**src/rtl/match_mem_pkg.sv**
```systemverilog
// match_mem_pkg
//   Shared constants and helpers for the ping-pong keypoint/descriptor store.
//   - *_DEF           : default parameter values used by the top and bank interface
//   - calc_nl()       : number of descriptor-lane macros per bank
//   - calc_mw()       : physical macro data width (widest of lane and point field)
//   - lane_lo()       : bit offset of a descriptor lane within the stored word
package match_mem_pkg;

    localparam int POINT_W_DEF  = 30;
    localparam int DESC_W_DEF   = 256;
    localparam int LANE_W_DEF   = 32;
    localparam int ADDR_W_DEF   = 9;
    localparam int SRAM_LAT_DEF = 1;

    function automatic int calc_nl(input int desc_w, input int lane_w);
        return desc_w / lane_w;
    endfunction

    function automatic int calc_mw(input int lane_w, input int point_w);
        return (lane_w > point_w) ? lane_w : point_w;
    endfunction

    function automatic int lane_lo(input int lane, input int lane_w);
        return lane * lane_w;
    endfunction

endpackage

```
**src/rtl/match_mem_bank_if.sv**
```systemverilog
// match_mem_bank_if
//   Pin interface for one physical bank: NL descriptor-lane macros plus one
//   point macro (index NL). Registers the macro pins and reassembles the
//   macro Q outputs back into a {point, descriptor} word.
//   Ports:
//     i_clk, i_rst_n : clock, asynchronous active-low reset
//     i_wr_en        : write this bank at i_addr with i_wr_data
//     i_rd_en        : read this bank at i_addr
//     i_addr         : entry index
//     i_wr_data      : {point, descriptor} word to store
//     o_wen          : registered active-low macro write enables
//     o_addr         : registered macro addresses
//     o_d            : registered macro write data (zero-extended)
//     i_q            : macro read data
//     o_rd_word      : reassembled word from i_q (combinational)
module match_mem_bank_if
    import match_mem_pkg::*;
#(
    parameter int POINT_W  = POINT_W_DEF,
    parameter int DESC_W   = DESC_W_DEF,
    parameter int LANE_W   = LANE_W_DEF,
    parameter int ADDR_W   = ADDR_W_DEF,
    localparam int NL      = calc_nl(DESC_W, LANE_W),
    localparam int MW      = calc_mw(LANE_W, POINT_W),
    localparam int WORD_W  = POINT_W + DESC_W
) (
    input  logic                         i_clk,
    input  logic                         i_rst_n,
    input  logic                         i_wr_en,
    input  logic                         i_rd_en,
    input  logic [ADDR_W-1:0]            i_addr,
    input  logic [WORD_W-1:0]            i_wr_data,
    output logic [NL:0]                  o_wen,
    output logic [NL:0][ADDR_W-1:0]      o_addr,
    output logic [NL:0][MW-1:0]          o_d,
    input  logic [NL:0][MW-1:0]          i_q,
    output logic [WORD_W-1:0]            o_rd_word
);

    // Macro bits above the lane/point field carry nothing; fold them away.
    logic q_unused;
    assign q_unused = ^i_q;

    // Pin stage: address and data hold their last value when the bank is idle
    always_ff @(posedge i_clk or negedge i_rst_n) begin
        if (!i_rst_n) begin
            o_wen  <= '1;
            o_addr <= '0;
            o_d    <= '0;
        end else begin
            o_wen <= {(NL+1){~i_wr_en}};
            if (i_wr_en || i_rd_en) begin
                for (int i = 0; i <= NL; i++) begin
                    o_addr[i] <= i_addr;
                end
            end
            if (i_wr_en) begin
                for (int i = 0; i < NL; i++) begin
                    o_d[i] <= MW'(i_wr_data[lane_lo(i, LANE_W) +: LANE_W]);
                end
                o_d[NL] <= MW'(i_wr_data[DESC_W +: POINT_W]);
            end
        end
    end

    always_comb begin
        o_rd_word = '0;
        for (int i = 0; i < NL; i++) begin
            o_rd_word[lane_lo(i, LANE_W) +: LANE_W] = i_q[i][LANE_W-1:0];
        end
        o_rd_word[DESC_W +: POINT_W] = i_q[NL][POINT_W-1:0];
    end

endmodule

```
**src/rtl/match_mem_pingpong.sv**
```systemverilog
// match_mem_pingpong
//   Ping-pong keypoint/descriptor store. The current frame is written at an
//   auto-incrementing address into bank cur_sel; the matcher reads the previous
//   frame from bank !cur_sel. i_swap exchanges the roles.
//   Ports:
//     i_clk, i_rst_n          : clock, asynchronous active-low reset
//     i_wr_valid/i_wr_data    : current-frame word, accepted when o_wr_ready
//     o_wr_ready              : low once the current bank holds DEPTH entries
//     i_rd_valid/i_rd_addr    : previous-frame read request (always accepted)
//     o_rd_valid/o_rd_data    : read response, SRAM_LAT+2 cycles after request
//     o_rd_oob                : request index was >= o_prev_cnt
//     i_swap                  : frame-boundary pulse
//     o_cur_cnt/o_prev_cnt    : entries in current / readable bank
//     o_sram_wen/addr/d, i_sram_q : macro pins, [bank][macro], macro NL = point
module match_mem_pingpong
    import match_mem_pkg::*;
#(
    parameter int POINT_W  = POINT_W_DEF,
    parameter int DESC_W   = DESC_W_DEF,
    parameter int LANE_W   = LANE_W_DEF,
    parameter int ADDR_W   = ADDR_W_DEF,
    parameter int SRAM_LAT = SRAM_LAT_DEF,
    localparam int NL      = calc_nl(DESC_W, LANE_W),
    localparam int MW      = calc_mw(LANE_W, POINT_W),
    localparam int WORD_W  = POINT_W + DESC_W
) (
    input  logic                               i_clk,
    input  logic                               i_rst_n,
    input  logic                               i_wr_valid,
    input  logic [WORD_W-1:0]                  i_wr_data,
    output logic                               o_wr_ready,
    input  logic                               i_rd_valid,
    input  logic [ADDR_W-1:0]                  i_rd_addr,
    output logic                               o_rd_valid,
    output logic [WORD_W-1:0]                  o_rd_data,
    output logic                               o_rd_oob,
    input  logic                               i_swap,
    output logic [ADDR_W:0]                    o_cur_cnt,
    output logic [ADDR_W:0]                    o_prev_cnt,
    output logic [1:0][NL:0]                   o_sram_wen,
    output logic [1:0][NL:0][ADDR_W-1:0]       o_sram_addr,
    output logic [1:0][NL:0][MW-1:0]           o_sram_d,
    input  logic [1:0][NL:0][MW-1:0]           i_sram_q
);

    localparam logic [ADDR_W:0] FULL_CNT = {1'b1, {ADDR_W{1'b0}}};

    logic              cur_sel;
    logic [ADDR_W:0]   cur_cnt;
    logic [ADDR_W:0]   prev_cnt;
    logic              wr_acc;

    logic [1:0][WORD_W-1:0] bank_word;

    // Read tag delay line: request capture (index 0) through Q-valid (index SRAM_LAT)
    logic vld_p  [SRAM_LAT+1];
    logic bank_p [SRAM_LAT+1];
    logic oob_p  [SRAM_LAT+1];

    assign o_wr_ready = (cur_cnt != FULL_CNT);
    assign wr_acc     = i_wr_valid && o_wr_ready;
    assign o_cur_cnt  = cur_cnt;
    assign o_prev_cnt = prev_cnt;

    // A write accepted in the swap cycle still belongs to the closing frame.
    always_ff @(posedge i_clk or negedge i_rst_n) begin
        if (!i_rst_n) begin
            cur_sel  <= 1'b0;
            cur_cnt  <= '0;
            prev_cnt <= '0;
        end else if (i_swap) begin
            cur_sel  <= ~cur_sel;
            cur_cnt  <= '0;
            prev_cnt <= cur_cnt + {{ADDR_W{1'b0}}, wr_acc};
        end else if (wr_acc) begin
            cur_cnt <= cur_cnt + 1'b1;
        end
    end

    // Writes go to the current bank, reads to the other, so they never collide.
    for (genvar b = 0; b < 2; b++) begin : g_bank
        logic              wr_en_b;
        logic              rd_en_b;
        logic [ADDR_W-1:0] addr_b;

        assign wr_en_b = wr_acc && (cur_sel == 1'(b));
        assign rd_en_b = i_rd_valid && (cur_sel != 1'(b));
        assign addr_b  = wr_en_b ? cur_cnt[ADDR_W-1:0] : i_rd_addr;

        match_mem_bank_if #(
            .POINT_W (POINT_W),
            .DESC_W  (DESC_W),
            .LANE_W  (LANE_W),
            .ADDR_W  (ADDR_W)
        ) u_bank (
            .i_clk     (i_clk),
            .i_rst_n   (i_rst_n),
            .i_wr_en   (wr_en_b),
            .i_rd_en   (rd_en_b),
            .i_addr    (addr_b),
            .i_wr_data (i_wr_data),
            .o_wen     (o_sram_wen[b]),
            .o_addr    (o_sram_addr[b]),
            .o_d       (o_sram_d[b]),
            .i_q       (i_sram_q[b]),
            .o_rd_word (bank_word[b])
        );
    end

    // Tag stages: bank and oob are frozen at request so a swap cannot redirect them
    always_ff @(posedge i_clk or negedge i_rst_n) begin
        if (!i_rst_n) begin
            for (int i = 0; i <= SRAM_LAT; i++) begin
                vld_p[i]  <= 1'b0;
                bank_p[i] <= 1'b0;
                oob_p[i]  <= 1'b0;
            end
            o_rd_valid <= 1'b0;
            o_rd_oob   <= 1'b0;
            o_rd_data  <= '0;
        end else begin
            vld_p[0]  <= i_rd_valid;
            bank_p[0] <= ~cur_sel;
            oob_p[0]  <= ({1'b0, i_rd_addr} >= prev_cnt);
            for (int i = 1; i <= SRAM_LAT; i++) begin
                vld_p[i]  <= vld_p[i-1];
                bank_p[i] <= bank_p[i-1];
                oob_p[i]  <= oob_p[i-1];
            end
            // Output stage
            o_rd_valid <= vld_p[SRAM_LAT];
            o_rd_oob   <= vld_p[SRAM_LAT] && oob_p[SRAM_LAT];
            if (vld_p[SRAM_LAT]) begin
                o_rd_data <= bank_word[bank_p[SRAM_LAT]];
            end
        end
    end

endmodule

```
**config.mk**
```make
export PLATFORM = sky130hd
export DESIGN_NAME = match_mem_pingpong
export DESIGN_NICKNAME = d
export VERILOG_FILES = /design/src/rtl/match_mem_pkg.sv /design/src/rtl/match_mem_bank_if.sv /design/src/rtl/match_mem_pingpong.sv
export SDC_FILE = /design/constraint.sdc
export NUM_CORES = 2
export LEC_CHECK = 0
export CORE_AREA = 2 2 764 766
export CTS_CLUSTER_DIAMETER = 60
export DETAILED_ROUTE_END_ITERATION = 6
export DIE_AREA = 0 0 766 768
export SYNTH_ARGS = -nofsm -noshare
export SYNTH_HDL_FRONTEND = slang
export SYNTH_HIERARCHICAL = 1
export SYNTH_SLANG_ARGS = --single-unit
```
**constraint.sdc**
```tcl
create_clock -name i_clk -period 4.7 [get_ports i_clk]
set_input_delay 0.94 -clock i_clk [delete_from_list [all_inputs] [get_ports i_clk]]
set_output_delay 0.94 -clock i_clk [all_outputs]
set_load 0.01 [all_outputs]
```
==> run metrics <==
share of layout cells above drive strength 1=19.4%; RSZ-0062 raised after global routing=false; Tot Pwr=47.8 mW; critical-path cell with the highest stage delay=clkdlybuf4s50_1; clk buf depth=4; CP Capture Type=output port; Fillers=65600; Residual DRC=0; Initial Util=7.63%; mux cell area share after synthesis=25.7%; # nets final=5527; # rows=280; clock tree root buffer cell=clkbuf_16; Die W=766 um; Post-Synth Simple-Gate Area=3.23%; Synth Area in Adders=0.368%; Post-synth EDFFs=0; Worst Hold Class=input port to async pin; worst r2r src=o_cur_cnt[1]; Leak=27.8 nW; CTS resizes=0; Worst-Margin Slew=1.26 ns; CTS sink cnt=907; Synth Register Bits=907; Async SR Flop Fraction=100%; Post-CTS Setup Repair Bufs=0; CTS tree=yes; H-Tree Depth=4; post-synthesis compound-gate area fraction=3.74%; predominant post-synthesis flop cell=dfrtp_1; die area=0.588 mm2; critical path type=register to output port; Placed Cells=12300; startpoint types=register; Antenna Nets Post-Route=0; Crit. Startpoint=o_cur_cnt[1]; area leader, netlist=dfrtp_1; minimum clock period=3.77 ns; total grt overflow=0; Post-Layout Cell Count=12600; Final TNS setup=0 ns; Distinct cells, synth=44; total track usage=13.3%; Cells after Synth=3410; Multi-input gate area=0.0148 mm2; register area=0.0227 mm2; Critical Path RT=3.76 ns; Clock Latency Late Sink=0.90 ns; Achievable Freq=265 MHz; Hold-fix buffers, CTS=0; vias=33000; WL per Instance=32.2 um; Worst R2R Path Depth=8; Area growth, synth to finish=63.2%; register clock-pin slew on the reported worst setup and hold paths=0.06 ns; largest net degree at the start of global routing=154; VDD IR max=0.441 mV; Die Height=768 um; final core utilization=12.4%; final wirelength=405000 um; Avg Cell Area, Syn=13.0 um2; core area=0.580 mm2; Via density=2.62; worst-path fanout max=10; Critical Path AT=2.83 ns; Final Hold Viols=0; xor/xnor cell area share of the yosys netlist=0.297%; synth warn=6; clk_skew=0.118 ns; I/O pins=1941; Final setup viols=0; MaxCap Viol Count=0; first-pass GRT wire length=481000 um; PD cells=662 mW/mm2; DP HPWL=357000 um; Final period util=80.2%; fin. max-slew vios=0; gpl congestion=1.16; first-pass detailed-route iteration total=5; initial antenna violation count=356; CP cell instances=inv_1, ha_1, and4bb_4, nand3_4, clkdlybuf4s50_1; max incr delay on CP=0.76 ns; TritonCTS buffer count=135; status=finished, final reports clean; number of global-route vias before repair=32900; relative slew slack=15.7%; Yosys top cell area share=51.2%; 1st-iter DRT viols=1895; PortBufs=1932; sequential area share after synthesis=51.3%; synth top area cells=dfrtp_1 51%, mux2_4 16%, buf_4 13%; Cell Area, Synth=0.0442 mm2; largest family of logic cells by synthesized area=multiplexers
## critical path: cells and delay by family (launching register included)
family | cells | cell delay (ns)
fa+ha+maj | 1 | 0.20
buf+inv | 2 | 0.85
simple gates | 2 | 0.36
flops | 1 | 0.62
## placed cells by master (no fill, tap or decap), drive strengths merged, types with 3 or more instances in the layout
cell type / synthesis / layout
and2: 3 / 3
clkbuf: 57 / 166
clkinvlp: 0 / 10
nand3: 7 / 7
clkdlybuf4s50: 0 / 1922
nor2: 312 / 312
diode: 0 / 73
clkinv: 0 / 36
nand2: 6 / 6
buf: 849 / 73
conb: 2 / 4
a21oi: 299 / 299
dfrtp: 905 / 905
a22o: 9 / 9
o21ai: 4 / 4
mux2i: 289 / 289
xnor2: 9 / 9
nand4: 3 / 3
bufinv: 0 / 14
mux2: 599 / 599
ha: 13 / 13
xor2: 6 / 6
inv: 19 / 33
## metal layers
| layer | up-vias | part of all wire [%] | routed length (um) | global-route usage [%] |
|---|---|---|---|---|
| met1 | 16400 | 40 | 164000 | 15.7 |
| met5 | - | 0.29 | 1160 | 0 |
| met2 | 2276 | 42 | 169000 | 19.9 |
| met3 | 801 | 14 | 56100 | 8.31 |
| li1 | 13400 | - | - | - |
| met4 | 96 | 3.6 | 14800 | 3.48 |
## cell type report
class | instances | share of cell area, %
Inverter | 19 | 0.120
Tap cell | 7755 | 13.4
Timing Repair Buffer | 1995 | 27.9
Clock buffer | 166 | 5.02
Sequential cell | 907 | 31.5
Multi-Input combinational cell | 1580 | 20.5
Clock inverter | 74 | 1.34
Antenna cell | 73 | 0.253
## sequential cells by signal, summed over array words and instances (netlist names), 2 cells and up
signal                count
bank_p                    2
g_bank.u_bank/o_addr     18
g_bank.u_bank/o_d       572
g_bank.u_bank/o_wen       2
o_cur_cnt                10
o_prev_cnt               10
o_rd_data               286
oob_p                     2
vld_p                     2
## metrics by stage
step                      hold slack, ns  setup WS (ns)  cell area [um2]
after floorplan                    0.331           2.41            44200
final                             0.0414          0.930            72200
after detailed placement           0.336           1.24            67400
after CTS                         0.0687          0.706            72000
after global routing              0.0182          0.726            72100
after global placement             0.332           1.28            67400
## logic make-up after synthesis
kind of cell | Yosys count
AOI/OAI and AO/OA | 318
xor gates and xnor gates | 15
adders and majority gates | 13
buffers and inverters | 925
DFF | 907
muxes | 888
other | 2
and+or+nand+nor | 342
## cell usage after synthesis, types with 2 or more instances
library cell,number
and2_1,2
nand2_1,4
conb_1,2
or3_1,2
clkbuf_1,57
xnor2_1,9
nand2_4,2
nand4_1,3
inv_1,19
buf_2,43
buf_6,55
dfrtp_1,905
buf_4,751
mux2i_1,289
nor2_4,4
dfstp_2,2
mux2_2,133
o21ai_0,4
xor2_1,6
a22o_1,9
nand3_1,5
nor2_1,307
a21oi_1,299
mux2_4,466
ha_1,13
## power breakdown
part	internal (mW)	total (mW)	switching, mW
clock network	6.35	10.7	4.39
logic	11.8	23.1	11.3
registers	11.1	13.9	2.85
## final timing paths
check / endpoint / slack (ns)
max: o_wr_ready / 0.93
min: o_rd_data[95] / 0.04
max reg2reg: g_bank[0].u_bank/o_d[225] / 1.92
min reg2reg: bank_p[0] / 0.35
max in group asynchronous: g_bank[1].u_bank/o_d[282] / 3.16
min in group i_clk: bank_p[0] / 0.35
Power figures use the tool's default switching activity.
